===== src/rtl/dmem_arbiter.sv =====
// dmem_arbiter: shares the single data-memory port between the core and an
// external requester (debug / loader / DMA).
//
// The core has default priority and a purely combinational path to memory, so
// its single-cycle load/store timing is unchanged. An external request is
// granted when the core is idle, or after it has been held off for
// STARVE_LIMIT contended cycles. A granted external access takes the port for
// exactly one cycle (EXT_ACC); the core is stalled during that cycle only.
//
// Optional build macro DMEM_ARB_STATS_EN adds two 16-bit wrapping counters:
// ext_grant_cnt (external grants) and stall_cnt (cycles the core was stalled).
//
// state    | meaning
// ---------+--------------------------------------------------------------
// IDLE     | core owns the port; external request arbitrated here
// EXT_ACC  | external requester owns the port for one access; core stalled
// EXT_DONE | core owns the port; ext_ack high; ext_req ignored this cycle

module dmem_arbiter #(
    parameter int DW           = 32,
    parameter int AW           = 6,
    parameter int STARVE_LIMIT = 4     // 1..255
) (
    input  logic          clk,
    input  logic          rst,         // asynchronous, active-low
    // core side
    input  logic          core_req,
    input  logic          core_we,
    input  logic [AW-1:0] core_addr,
    input  logic [DW-1:0] core_wd,
    output logic [DW-1:0] core_rd,
    output logic          core_stall,
    // external side
    input  logic          ext_req,
    input  logic          ext_we,
    input  logic [AW-1:0] ext_addr,
    input  logic [DW-1:0] ext_wd,
    output logic [DW-1:0] ext_rd,
    output logic          ext_ack,
    // memory side
    output logic          mem_we,
    output logic [AW-1:0] mem_a,
    output logic [DW-1:0] mem_d,
    input  logic [DW-1:0] mem_q
`ifdef DMEM_ARB_STATS_EN
    ,
    output logic [15:0]   ext_grant_cnt,
    output logic [15:0]   stall_cnt
`endif
);

    typedef enum logic [1:0] {
        IDLE     = 2'd0,
        EXT_ACC  = 2'd1,
        EXT_DONE = 2'd2
    } state_t;

    // Saturation point of the starvation counter, sized to hold 1..255.
    localparam logic [7:0] STARVE_MAX = 8'(STARVE_LIMIT);

    state_t        state_q, state_d;
    logic [7:0]    starve_cnt_q, starve_cnt_d;
    logic          ext_ack_q, ext_ack_d;
    logic [DW-1:0] ext_rd_q, ext_rd_d;
    logic          sel_ext;

    // Next-state, starvation counter and registered external response.
    always_comb begin
        state_d      = state_q;
        starve_cnt_d = starve_cnt_q;
        ext_ack_d    = 1'b0;
        ext_rd_d     = ext_rd_q;
        case (state_q)
            IDLE: begin
                if (ext_req) begin
                    if (!core_req || (starve_cnt_q == STARVE_MAX)) begin
                        state_d      = EXT_ACC;
                        starve_cnt_d = 8'd0;
                    end else begin
                        // Contended and below the limit, so no overflow here.
                        starve_cnt_d = starve_cnt_q + 8'd1;
                    end
                end else begin
                    starve_cnt_d = 8'd0;
                end
            end
            EXT_ACC: begin
                // Read data is captured on writes too; it is the pre-write
                // content of the addressed word.
                ext_rd_d  = mem_q;
                ext_ack_d = 1'b1;
                state_d   = EXT_DONE;
            end
            EXT_DONE: begin
                state_d = IDLE;
            end
            default: begin
                state_d = IDLE;
            end
        endcase
    end

    // FSM state and registered outputs; reset aborts any access in flight.
    always_ff @(posedge clk or negedge rst) begin
        if (!rst) begin
            state_q      <= IDLE;
            starve_cnt_q <= 8'd0;
            ext_ack_q    <= 1'b0;
            ext_rd_q     <= '0;
        end else begin
            state_q      <= state_d;
            starve_cnt_q <= starve_cnt_d;
            ext_ack_q    <= ext_ack_d;
            ext_rd_q     <= ext_rd_d;
        end
    end

    // Port mux: core passes straight through except during EXT_ACC. mem_we is
    // gated by rst so a write cannot be in progress while reset is asserted.
    always_comb begin
        sel_ext    = (state_q == EXT_ACC);
        mem_a      = sel_ext ? ext_addr : core_addr;
        mem_d      = sel_ext ? ext_wd   : core_wd;
        mem_we     = rst && (sel_ext ? ext_we : (core_req && core_we));
        core_stall = sel_ext && core_req;
        core_rd    = mem_q;
    end

    assign ext_ack = ext_ack_q;
    assign ext_rd  = ext_rd_q;

`ifdef DMEM_ARB_STATS_EN
    logic [15:0] ext_grant_cnt_q, ext_grant_cnt_d;
    logic [15:0] stall_cnt_q, stall_cnt_d;
    logic        grant;

    // Grant and stall event counters; both wrap at 16 bits.
    always_comb begin
        grant           = (state_q == IDLE) && (state_d == EXT_ACC);
        ext_grant_cnt_d = grant      ? ext_grant_cnt_q + 16'd1 : ext_grant_cnt_q;
        stall_cnt_d     = core_stall ? stall_cnt_q + 16'd1     : stall_cnt_q;
    end

    // Statistics registers.
    always_ff @(posedge clk or negedge rst) begin
        if (!rst) begin
            ext_grant_cnt_q <= 16'd0;
            stall_cnt_q     <= 16'd0;
        end else begin
            ext_grant_cnt_q <= ext_grant_cnt_d;
            stall_cnt_q     <= stall_cnt_d;
        end
    end

    assign ext_grant_cnt = ext_grant_cnt_q;
    assign stall_cnt     = stall_cnt_q;
`endif

endmodule


===== config.mk =====
export PLATFORM = sky130hd
export DESIGN_NAME = dmem_arbiter
export DESIGN_NICKNAME = d
export VERILOG_FILES = /design/src/rtl/dmem_arbiter.sv
export SDC_FILE = /design/constraint.sdc
export NUM_CORES = 1
export LEC_CHECK = 0
export CAP_MARGIN = 20
export CORE_MARGIN = 2
export CORE_UTILIZATION = 32
export CTS_CLUSTER_DIAMETER = 30
export DETAILED_ROUTE_END_ITERATION = 16
export GPL_ROUTABILITY_DRIVEN = 0
export HOLD_SLACK_MARGIN = 0.08
export PLACE_DENSITY = 0.91
export SLEW_MARGIN = 25
export SYNTH_ARGS = -nofsm -noshare
export SYNTH_HDL_FRONTEND = slang
export SYNTH_SLANG_ARGS = --single-unit

===== constraint.sdc =====
create_clock -name clk -period 2.2 [get_ports clk]
set_input_delay 0.22 -clock clk [delete_from_list [all_inputs] [get_ports clk]]
set_output_delay 0.22 -clock clk [all_outputs]
set_load 0.005 [all_outputs]

== After elaboration in Yosys (flattened, before gate mapping) ==
Index checks and enable logic that the tools add are counted.

* Add/sub/neg operators: 1
* Equality and inequality tests: 4
* Muxes and demuxes: 9
* Reductions and logical operators: 7

{| class="wikitable"
|+ Operator list
! kind !! number
|-
| two-way mux 32 bit || 1
|-
| two-way mux 8 bit || 2
|-
| adder 8 x 1 -> 8 bit (second input constant) || 1
|-
| == test 8 x 3 -> 1 bit (second input constant) || 1
|-
| two-way mux 6 bit || 1
|-
| two-way mux 2 bit || 2
|-
| inequality test 2 bit (second input constant) || 2
|-
| case mux 2 bit (2 select lines) || 1
|-
| logical AND 1 bit || 3
|-
| == test 2 x 1 -> 1 bit (second input constant) || 1
|-
| zero test 2 bit || 1
|-
| two-way mux 1 bit || 2
|-
| AND reduction 2 bit || 1
|-
| zero test 1 bit || 1
|-
| logical OR 1 bit || 1
|}

* Register bits after elaboration: 43
* Input port bits: 114
* Output and inout port bits: 105
* Word-level logic and storage cells: 25

== Logic depth before layout (Yosys ltp) ==
* Depth after elaboration: 5
* Mapped depth: 5

== Worst setup path before layout ==
No wires, ideal clock.

* Path type: flip-flop to flip-flop
* From: register starve_cnt_q[0]
* To: register starve_cnt_q[3]
* Library setup time: 0.150 ns
* Arrival time: 1.406 ns
* Path slack: 0.645 ns
* Cell stages (with the launch flop): 6
* Buffers on the path: 0
* Path through: dfrtp_1 -> inv_1 -> ha_1 -> or4b_1 -> o211ai_2 -> a22oi_1

* Longest elaborated chain between the ends: 4
* Elaborated cells between the ends (all ways): 5

{| class="wikitable"
|+ RTL lines
! element !! line !! source
|-
| start: declaration || 62 || <nowiki>logic [7:0] starve_cnt_q, starve_cnt_d;</nowiki>
|-
| start signal: assignment || 112 || <nowiki>starve_cnt_q <= starve_cnt_d;</nowiki>
|-
| branches (longest 2 deep; another with adder 8 x 1 -> 8 bit) || - ||
|-
| two-way mux 8 bit (*) || 76 || <nowiki>if (!core_req || (starve_cnt_q == STARVE_MAX)) begin</nowiki>
|-
| two-way mux 8 bit (*) || 75 || <nowiki>if (ext_req) begin</nowiki>
|}

Mark *: on every way between the ends.
A chain may end at the register's enable or synchronous reset.

== Final worst setup path ==
* From: register state_q[1]
* To: output mem_d[31]

* Longest elaborated chain between the ends: 2

{| class="wikitable"
|+ RTL lines
! element !! line !! source
|-
| start: declaration || 61 || <nowiki>state_t state_q, state_d;</nowiki>
|-
| start signal: assignment || 111 || <nowiki>state_q <= state_d;</nowiki>
|-
| == test 2 x 1 -> 1 bit || 121 || <nowiki>sel_ext = (state_q == EXT_ACC);</nowiki>
|-
| two-way mux 32 bit || 123 || <nowiki>mem_d = sel_ext ? ext_wd : core_wd;</nowiki>
|-
| end: declaration || 43 || <nowiki>output logic [DW-1:0] mem_d,</nowiki>
|}

Every way passes these cells.

==> metrics.md <==
| Metric | Value |
|---|---|
| Status | `finished clean` |
| Crit Path Category | `register to output pin` |
| Clock-pin slew on the worst setup and hold paths | `0.09 ns` |
| Gr usage total | `18.2%` |
| Final Max Slew Viols | `0` |
| # setup viols final | `0` |
| Commonest non-fill, non-tap cell in the layout | `clkdlybuf4s50_1` |
| Placed instance count | `480` |
| Non-Filler Instances | `497` |
| Post-synthesis sequential area ratio | `43.8%` |
| DIE AREA | `8390 um2` |
| Fin nets | `512` |
| Core ar. | `7330 um2` |
| Crit path max fanout | `22` |
| RSZ-0062 raised after global routing | `true` |
| Min-Delay Startpoint | `ext_rd[15]$_DFFE_PN0P_` |
| Max Cap Violations | `0` |
| Post-synthesis net count | `316` |
| Clock Path Buffers | `2` |
| Drt total wl | `8190 um` |
| Initial antenna violation count | `1` |
| Pwr/cell area | `545 nW/um2` |
| CTS H-tree lvls | `2` |
| Tcrit/Tclk final | `98.4%` |
| Num ports | `219` |
| Mapped Area | `2460 um2` |
| Critical Path AT | `1.95 ns` |
| Total CTS buffers | `5` |
| PnR Total Power | `0.00263 W` |
| ANT nets after route | `0` |
| Required time worst endpoint | `1.98 ns` |
| Initial core utilization | `33.5%` |
| Root Buffer | `clkbuf_8` |
| Yosys cell types | `29` |
| CTS tree | `built` |
| Largest stage delay on the critical path | `0.45 ns` |
| IO Port Bufs | `218` |
| Routed WL per cell | `16.5 um` |
| First-pass GRT wire length | `12200 um` |
| Die width | `91.6 um` |
| Pin count of the biggest net entering global routing | `44` |
| Max rail drop VDD | `0.470 mV` |
| Row count | `31` |
| Final hold violation count | `0` |
| Worst skew pair latency | `0.29 ns` |
| Sinks on the clock net | `43` |
| Detail Placement HPWL | `6430 um` |
| Worst-Margin Slew | `0.593 ns` |
| Reg2reg path depth | `5` |
| Hold WS | `0.510 ns` |
| Syn Inst Count | `200` |
| Post-route DRC | `0` |
| Worst Hold Class | `register to register` |
| Largest delay contributor family on the critical path | `buffers and inverters` |
| Crit path depth | `4` |
| Most frequent cells in the layout | `180 x clkdlybuf4s50_1, 70 x mux2_2, 42 x dfrtp_1, 36 x dlymetal6s2s_1` |
| Via count | `2240` |
| Die H | `91.6 um` |
| Worst Setup Start Kind | `register` |
| Reg2reg start | `starve_cnt_q[0]$_DFFE_PN0N_` |
| Post-layout min period | `2.17 ns` |
| YS warnings | `0` |
| DRT Pass-1 Iters | `4` |
| Final setup margin | `0.0343 ns` |
| Final Util | `65.9%` |
| P_leak | `2.18 nW` |
| CP max stage cell | `clkdlybuf4s50_1` |
| Vias per inst | `4.51` |
| Place WS | `0.235 ns` |
| CP startpoint | `state_q[1]$_DFFE_PN0P_` |
| Layout cells sized above 1 | `23.7%` |
| Syn Area/Cell | `12.3 um2` |
| Area Overhead vs Synth | `96.6%` |
| F_max | `0.462 GHz` |
| Critical path endpoint category | `output pin` |
| Setup Skew | `0.00466 ns` |
| Register bit total from synthesis | `43` |
| Crit-path cells | `nor2b_4 -> buf_12 -> mux2_2 -> clkdlybuf4s50_1` |
| CP bufs+invs | `2` |
| Hold Crit Depth | `1` |
| Vias in the first global route | `2387` |
| Grt total ovfl | `0` |
| Headroom to the max-slew limit | `60.3%` |
| DR iter-0 viols | `40` |
## kinds of logic after synthesis
group	share of synthesized area, %
AND/OR/NAND/NOR	6.11
buffers and inverters	12.1
AO/OA/AOI/OAI	4.53
flip-flops	43.8
XOR/XNOR	0.357
adder cells (fa/ha/maj)	1.02
multiplexers	32.1
## report_power, final
group / leakage, nW / internal (W) / total, W / switching, W
Sequential: 0.526 / 0.000949 / 0.00103 / 0.0000784
Clock: 0.0408 / 0.000227 / 0.000514 / 0.000287
Combinational: 1.62 / 0.000781 / 0.00109 / 0.000308
Total: 2.18 / 0.00196 / 0.00263 / 0.000674
## worst paths after layout
check,to,slack (ns)
worst max-delay path,mem_d[31],0.03
worst min-delay path,ext_rd[15]$_DFFE_PN0P_,0.51
worst max register to register,starve_cnt_q[5]$_DFFE_PN0N_,0.47
worst min register to register,ext_rd[15]$_DFFE_PN0P_,0.51
max in group asynchronous,state_q[1]$_DFFE_PN0P_,1.26
min in group asynchronous,ext_rd[20]$_DFFE_PN0P_,0.57
## flip-flops by register name, indices dropped and copies added (netlist names)
signal,cells
state_q,2
ext_ack,1
starve_cnt_q,8
ext_rd,32
## final cells by class
cell class,instances,area [um2]
Clock buffer,5,68.8
Tap cell,99,124
Fill cell,551,2500
Clock inverter,3,23.8
Sequential cell,43,1080
Timing Repair Buffer,230,2430
Antenna cell,1,2.50
Inverter,3,11.3
Multi-Input combinational cell,113,1090
## through the flow
stage | area [um2] | TNS, ns
floorplan | 2460 | 0
global placement | 4520 | 0
detailed placement | 4520 | 0
CTS | 4720 | -0.548
global route | 4830 | -0.0396
finish | 4830 | 0
## metal layers
metal	global-route usage, %	routed length, um
met5	0	0
met4	3.03	40
met3	4.85	503
met2	34.7	4570
met1	20.5	3070
## cells in the mapped netlist
| master | number | area share (%) |
|---|---|---|
| or3b_2 | 1 | 0.36 |
| nor2_1 | 1 | 0.15 |
| a21boi_0 | 1 | 0.31 |
| or4_1 | 2 | 0.61 |
| o211ai_2 | 1 | 0.51 |
| or4b_1 | 1 | 0.41 |
| nand4_1 | 1 | 0.25 |
| inv_1 | 3 | 0.46 |
| xnor2_1 | 1 | 0.36 |
| nor3b_1 | 1 | 0.31 |
| ha_1 | 2 | 1.0 |
| buf_2 | 8 | 1.6 |
| o22ai_1 | 1 | 0.25 |
| nor2b_1 | 3 | 0.76 |
| nand4bb_1 | 1 | 0.46 |
| mux2_2 | 70 | 32 |
| o31ai_1 | 3 | 0.92 |
| nand3b_1 | 1 | 0.31 |
| and2_1 | 1 | 0.25 |
| a21oi_1 | 1 | 0.20 |
| or3_1 | 3 | 0.76 |
| o21ai_0 | 4 | 0.82 |
| a22oi_1 | 5 | 1.5 |
| buf_4 | 32 | 9.8 |
| nand3_1 | 3 | 0.61 |
| dfrtp_1 | 43 | 44 |
| nand2_1 | 4 | 0.61 |
| or2_1 | 1 | 0.25 |
| clkbuf_2 | 1 | 0.20 |
## repair_timing
item                       in CTS  in global routing
cloned                          2                  0
buffers inserted                4                  1
hold endpoints to repair       43                  0
hold buffers                    1                  0
setup endpoints to repair      38                 38
resized for setup               4                 41
No activity file was read; power rests on OpenSTA's default activity.
